<file path="config.mk">
export PLATFORM = sky130hd
export DESIGN_NAME = jtframe_dip_sched
export DESIGN_NICKNAME = d
export VERILOG_FILES = /design/src/rtl/jtframe_dip_pkg.sv /design/src/rtl/jtframe_debounce.sv /design/src/rtl/jtframe_dip_sched.sv
export SDC_FILE = /design/constraint.sdc
export NUM_CORES = 1
export LEC_CHECK = 0
export CAP_MARGIN = 5
export CORE_MARGIN = 2
export CORE_UTILIZATION = 50
export CTS_CLUSTER_SIZE = 28
export DETAILED_ROUTE_END_ITERATION = 12
export DONT_BUFFER_PORTS = 1
export SETUP_SLACK_MARGIN = 0.3
export SLEW_MARGIN = 30
export SYNTH_ARGS = -nofsm -noshare
export SYNTH_HDL_FRONTEND = slang
export SYNTH_SLANG_ARGS = --single-unit
</file>
<file path="constraint.sdc">
create_clock -name clk -period 2.15 [get_ports clk]
set_clock_uncertainty 0.2 [all_clocks]
set_input_delay 0.43 -clock clk [delete_from_list [all_inputs] [get_ports clk]]
set_output_delay 0.43 -clock clk [all_outputs]
set_load 0.02 [all_outputs]
</file>
<file path="src/rtl/jtframe_dip_pkg.sv">
// Shared types and constants for the DIP status scheduler.
package jtframe_dip_pkg;

  typedef enum logic [1:0] {
    IDLE     = 2'd0,
    WAIT_VB  = 2'd1,
    COMMIT   = 2'd2,
    RST_HOLD = 2'd3
  } state_t;

  localparam logic [1:0] LANE_LO = 2'd0;
  localparam logic [1:0] LANE_HI = 2'd3;

  localparam int unsigned STATUS_RST      = 0;
  localparam int unsigned STATUS_PAUSE    = 1;
  localparam int unsigned STATUS_SCAN_LSB = 3;
  localparam int unsigned STATUS_FLIP     = 12;
  localparam int unsigned STATUS_TATE     = 13;

  // Replace one byte lane of a 32-bit word.
  function automatic logic [31:0] put_byte(input logic [31:0] word, input logic [1:0] lane,
                                           input logic [7:0] data);
    logic [31:0] res;
    res = word;
    res[8*lane +: 8] = data;
    return res;
  endfunction

endpackage

</file>
<file path="src/rtl/jtframe_debounce.sv">
// Two-flop synchroniser followed by a stability counter. The level output only follows the
// synced input after it has differed from the level for 2^W consecutive cycles.
module jtframe_debounce #(
  parameter int unsigned W = 16
) (
  input  logic clk,
  input  logic rst_n,
  input  logic btn_i,
  output logic level_o
);

  logic [1:0]   sync_q;
  logic [W-1:0] cnt_q;
  logic         level_q;

  // Bring the raw button into the clk domain.
  always_ff @(posedge clk or negedge rst_n) begin
    if (!rst_n) begin
      sync_q <= '0;
    end else begin
      sync_q <= {sync_q[0], btn_i};
    end
  end

  // Count consecutive disagreeing cycles; any agreeing cycle restarts the count.
  always_ff @(posedge clk or negedge rst_n) begin
    if (!rst_n) begin
      cnt_q   <= '0;
      level_q <= 1'b0;
    end else if (sync_q[1] != level_q) begin
      if (&cnt_q) begin
        level_q <= sync_q[1];
        cnt_q   <= '0;
      end else begin
        cnt_q <= cnt_q + 1'b1;
      end
    end else begin
      cnt_q <= '0;
    end
  end

  assign level_o = level_q;

endmodule

</file>
<file path="src/rtl/jtframe_dip_sched.sv">
// Assembles byte writes into a shadow status word and commits it to the live status at a
// safe point (vertical blank, or right away), with a timed reset request on relevant changes
// and a debounced pause toggle.
module jtframe_dip_sched
  import jtframe_dip_pkg::*;
#(
  parameter bit           COMMIT_VB  = 1'b1,
  parameter logic [31:0]  RST_MASK   = 32'h0000_0001,
  parameter int unsigned  RST_LEN    = 8,
  parameter int unsigned  DEBOUNCE_W = 16
) (
  input  logic        clk,
  input  logic        rst_n,
  input  logic        byte_we,
  input  logic [1:0]  byte_addr,
  input  logic [7:0]  byte_din,
  input  logic        vb,
  input  logic        pause_btn,
  output logic [31:0] status,
  output logic        status_upd,
  output logic        rst_req,
  output logic        game_pause
);

  localparam logic [7:0] RstCnt = 8'(RST_LEN);

  state_t      state_q;
  logic [31:0] shadow_q;
  logic        pending_q;
  logic        vb_l;
  logic [7:0]  cnt_q;
  logic        pause_lvl;
  logic        pause_lvl_q;

  // Shadow byte assembly.
  always_ff @(posedge clk or negedge rst_n) begin
    if (!rst_n) begin
      shadow_q <= '0;
    end else if (byte_we) begin
      shadow_q <= put_byte(shadow_q, byte_addr, byte_din);
    end
  end

  // Only a top-lane write marks a complete word; a new word beats the commit's clear.
  always_ff @(posedge clk or negedge rst_n) begin
    if (!rst_n) begin
      pending_q <= 1'b0;
    end else if (byte_we && byte_addr == LANE_HI) begin
      pending_q <= 1'b1;
    end else if (state_q == COMMIT) begin
      pending_q <= 1'b0;
    end
  end

  // Delayed vb for rising-edge detection.
  always_ff @(posedge clk or negedge rst_n) begin
    if (!rst_n) begin
      vb_l <= 1'b0;
    end else begin
      vb_l <= vb;
    end
  end

  // Commit scheduler with registered status, update pulse and reset request.
  always_ff @(posedge clk or negedge rst_n) begin
    if (!rst_n) begin
      state_q    <= IDLE;
      status     <= '0;
      status_upd <= 1'b0;
      rst_req    <= 1'b0;
      cnt_q      <= '0;
    end else begin
      status_upd <= 1'b0;
      rst_req    <= 1'b0;
      unique case (state_q)
        IDLE: begin
          if (pending_q) state_q <= COMMIT_VB ? WAIT_VB : COMMIT;
        end
        WAIT_VB: begin
          if (vb && !vb_l) state_q <= COMMIT;
        end
        COMMIT: begin
          status     <= shadow_q;
          status_upd <= 1'b1;
          if (|((status ^ shadow_q) & RST_MASK)) begin
            cnt_q   <= RstCnt;
            state_q <= RST_HOLD;
          end else begin
            state_q <= IDLE;
          end
        end
        RST_HOLD: begin
          rst_req <= 1'b1;
          cnt_q   <= cnt_q - 1'b1;
          if (cnt_q == 8'd1) state_q <= IDLE;
        end
        default: state_q <= IDLE;
      endcase
    end
  end

  jtframe_debounce #(
    .W (DEBOUNCE_W)
  ) u_debounce (
    .clk     (clk),
    .rst_n   (rst_n),
    .btn_i   (pause_btn),
    .level_o (pause_lvl)
  );

  // Pause toggles on a debounced press. rst_req is high exactly on the cycles after RST_HOLD
  // edges, so clearing on RST_HOLD keeps game_pause low on every rst_req cycle.
  always_ff @(posedge clk or negedge rst_n) begin
    if (!rst_n) begin
      pause_lvl_q <= 1'b0;
      game_pause  <= 1'b0;
    end else begin
      pause_lvl_q <= pause_lvl;
      if (state_q == RST_HOLD) begin
        game_pause <= 1'b0;
      end else if (pause_lvl && !pause_lvl_q) begin
        game_pause <= ~game_pause;
      end
    end
  end

endmodule

</file>
==> impl_metrics.ini <==
[floorplanning]
chipWidth_um = 94.56
io_pins = 50
core_um2 = 8093
rows = 33
start_util_pct = 50.66
die_area_um2 = 8941
dieHeight_um = 94.56

[synthesis]
syn_area_um2 = 4100
synth_fa_ha_area_share_pct = 2.441
synth_mux_area_share_pct = 0.3662
syn_avg_cell_area_um2 = 11.08
syn_nets = 393
synth_seq_cells = 99
yosys.area_share.simple_pct = 20.54
synth-compound-area-share_pct = 9.826
synth_xor_area_share_pct = 4.455
synthFlopType = dfrtp_1
synth_cell_types = 44
synth_top_family_by_area = simple AND/OR/NAND/NOR gates
async_flop_share_pct = 100.0
syn_inst = 370
ys_seq_area_share_pct = 60.42
synth_edf_count = 0
yosys_warnings = 0

[power_and_ir_drop]
swShare_pct = 23.01
p_switching_uw = 727.3
seq_power_share_pct = 61.3
p_per_area_nw_per_um2 = 693.7
ir_drop_uv = 335.6
p_leak_nw = 2.213
p_clk_share_pct = 34.5
p_int_mw = 2.433
p_comb_share_pct = 4.1

[cts]
ctsHoldBuffers = 10
clock_latency_ns = 0.37
cts.clk_slew.worst_paths_ns = 0.10
cts_tree = done
clk_path_buf_depth = 2
cts-root-buf = clkbuf_8
h-tree-depth = 3
numCtsBuffers = 9
clock-sinks = 99

[sta]
tns_ns = 0
fmax_mhz = 554.1
hold_viol_final = 99
slew-limit-headroom_pct = 63.10
worstMarginPinSlew_ns = 0.5495
finalSetupViolCount = 0
rsz0062_at_grt = true
period_needed_ns = 1.805
drv_slew = 0
whs_ns = -0.4465
finalCritPeriodShare_pct = 83.94

[setup_path]
critPathSlowestCell = or4_1
path_buf_inv = 0
required_ns = 2.22
arrival_ns = 1.87
critPathTopFamily = simple AND/OR/NAND/NOR gates
endpoint_kind = flop
cp_max_fo = 5
cp-start-kind = flop
timing.critical_path.cells = ha_2 -> and4_4 -> and3_4 -> or4_1 -> o311ai_2
critical_path.max_stage_delay_ns = 0.49
critPathKind = flop to flop

[placed_design]
place_congestion = 0.7673
io_buffers = 0
dp_hpwl_mm = 5.101

[finish]
nets = 414
fillers = 729
area_delta_synth_final_pct = 11.11
post-route-util_pct = 56.29
drive_gt1_share_pct = 11.36
n_antenna_cell = 0

[global_routing]
grt_max_degree = 100
gr-total-overflow = 0
antenna_found_initial = 0
grt_pass1_wl_mm = 13.37
grt_pass1_vias = 2699
grt.total_usage_pct = 19.22

[detailed_routing]
drc_errors = 0
firstDrtPassIters = 4
drtAntennaViolNets = 0
wl_mm = 7.814
via_per_inst = 5.291
vias = 2651
wl_per_cell_um = 15.60
drt-initial-drc-count = 73

[job]
maxCapViolCount = 0

[run_status]
status = finished, violations left
failed_checks = negative hold slack

[worst_hold_path]
hp-class = primary input to async pin
-- cells by family after synthesis --
family                     count (synthesis)
AOI/OAI and AO/OA                         49
xor gates and xnor gates                  20
adders and majority gates                  8
buffers and inverters                     20
DFF                                       99
muxes                                      1
and+or+nand+nor                          173
-- final cells by class --
class / count / area [um^2] / share of cell area, %
Clock buffer: 11 / 141.4 / 3.104
Clock inverter: 5 / 37.54 / 0.8239
Inverter: 10 / 37.54 / 0.8239
Multi-Input combinational cell: 251 / 1555 / 34.14
Sequential cell: 99 / 2477 / 54.38
Tap cell: 105 / 131.4 / 2.884
Timing Repair Buffer: 20 / 175.2 / 3.845
-- worst paths after layout --
kind	start	end	slack [ns]	cells past startpoint
max	u_debounce.cnt_q[0]$_DFF_PN0_	u_debounce.cnt_q[15]$_DFF_PN0_	0.35	5
min	rst_n	status[20]$_DFFE_PN0P_	-0.45	0
max reg2reg	u_debounce.cnt_q[0]$_DFF_PN0_	u_debounce.cnt_q[15]$_DFF_PN0_	0.35	5
min reg2reg	u_debounce.sync_q[0]$_DFF_PN0_	u_debounce.sync_q[1]$_DFF_PN0_	0.16	0
max in group asynchronous	rst_n	u_debounce.cnt_q[13]$_DFF_PN0_	2.03	0
min in group clk	vb	state_q[1]$_DFFE_PN0P_	0.08	2
-- power by group through the flow --
stage	sequential, mW	combinational (mW)	clock (mW)
finish	1.94	0.130	1.09
global route	1.95	0.142	1.21
CTS	1.94	0.130	1.13
detailed placement	1.98	0.0971	0
global placement	1.98	0.0938	0
floorplan	1.97	0.0811	0
-- layout by cell type, fill, tap and decap left out, drive strengths merged, types with 2 or more instances in the layout --
master / count
o21ai: 5
o311ai: 2
xor2: 12
and2: 3
nand3: 5
nand2: 114
o211ai: 4
buf: 10
ha: 8
nand4: 5
a22o: 32
dfrtp: 99
xnor2: 8
clkinv: 2
nor4: 6
dlygate4sd3: 10
clkinvlp: 2
and4: 3
inv: 11
nor4b: 3
nor2: 23
nor3: 4
a21oi: 2
clkbuf: 11
-- worst register-to-register path, cell delays in order, from the launching register on --
cell      delay, ns
dfrtp_1        0.39
ha_2           0.20
and4_4         0.17
and3_4         0.18
or4_1          0.49
o311ai_2       0.09
-- stage by stage --
stage	hold slack [ns]	power (mW)	cell area, um^2	std cells	worst slack, ns
final	-0.4465	3.160	4556	501	0.3453
after global routing	-0.4741	3.299	4556	501	0.2846
after CTS	-0.4739	3.204	4541	500	0.3337
after detailed placement	-0.06217	2.073	4242	472	0.1395
after global placement	-0.06271	2.070	4242	472	0.1878
after floorplan	-0.06559	2.048	4100	370	0.2852
-- timing repair --
action | 4_1_cts | 5_1_grt
gates resized for setup | 3 | 1
pin swaps | 0 | 2
hold endpoints to repair | 133 | 99
setup buffers | 2 | 1
endpoints found under the setup margin | 1 | 2
cloned | 0 | 0
-- synth_stat cells, types with 2 or more instances --
| library cell | count | area share, % |
|---|---|---|
| nor3_1 | 4 | 0.49 |
| nor4b_1 | 2 | 0.43 |
| dfrtp_1 | 99 | 60 |
| and2_1 | 2 | 0.31 |
| xor2_1 | 11 | 2.3 |
| and4_1 | 2 | 0.43 |
| nor4_1 | 2 | 0.31 |
| a21oi_1 | 2 | 0.24 |
| ha_1 | 8 | 2.4 |
| inv_1 | 9 | 0.82 |
| buf_2 | 4 | 0.49 |
| nand4_1 | 4 | 0.61 |
| nand2_1 | 114 | 10 |
| xnor2_1 | 8 | 1.7 |
| o211ai_1 | 4 | 0.73 |
| clkbuf_1 | 6 | 0.55 |
| a22o_1 | 31 | 6.6 |
| nor4_4 | 4 | 2.1 |
| nand3_1 | 4 | 0.49 |
| nor2_1 | 23 | 2.1 |
| o21ai_0 | 4 | 0.49 |
-- layer usage --
layer | up-vias | track usage [%] | part of all wire [%]
li1 | 1303 | - | -
met1 | 1287 | 26.02 | 48
met2 | 51 | 29.23 | 45
met3 | 10 | 7.582 | 6.4
met4 | 0 | 4.952 | 1.2
met5 | - | 0 | 0
-- sequential cells by signal, indices dropped and copies added (netlist names) --
| signal | cells |
|---|---|
| shadow_q | 32 |
| status | 32 |
| u_debounce.cnt_q | 16 |
| cnt_q | 8 |
| state_q | 2 |
| u_debounce.sync_q | 2 |
| game_pause | 1 |
| pause_lvl_q | 1 |
| pending_q | 1 |
| rst_req | 1 |
| status_upd | 1 |
| u_debounce.level_o | 1 |
| vb_l | 1 |
No activity file was read; power rests on OpenSTA's default activity.
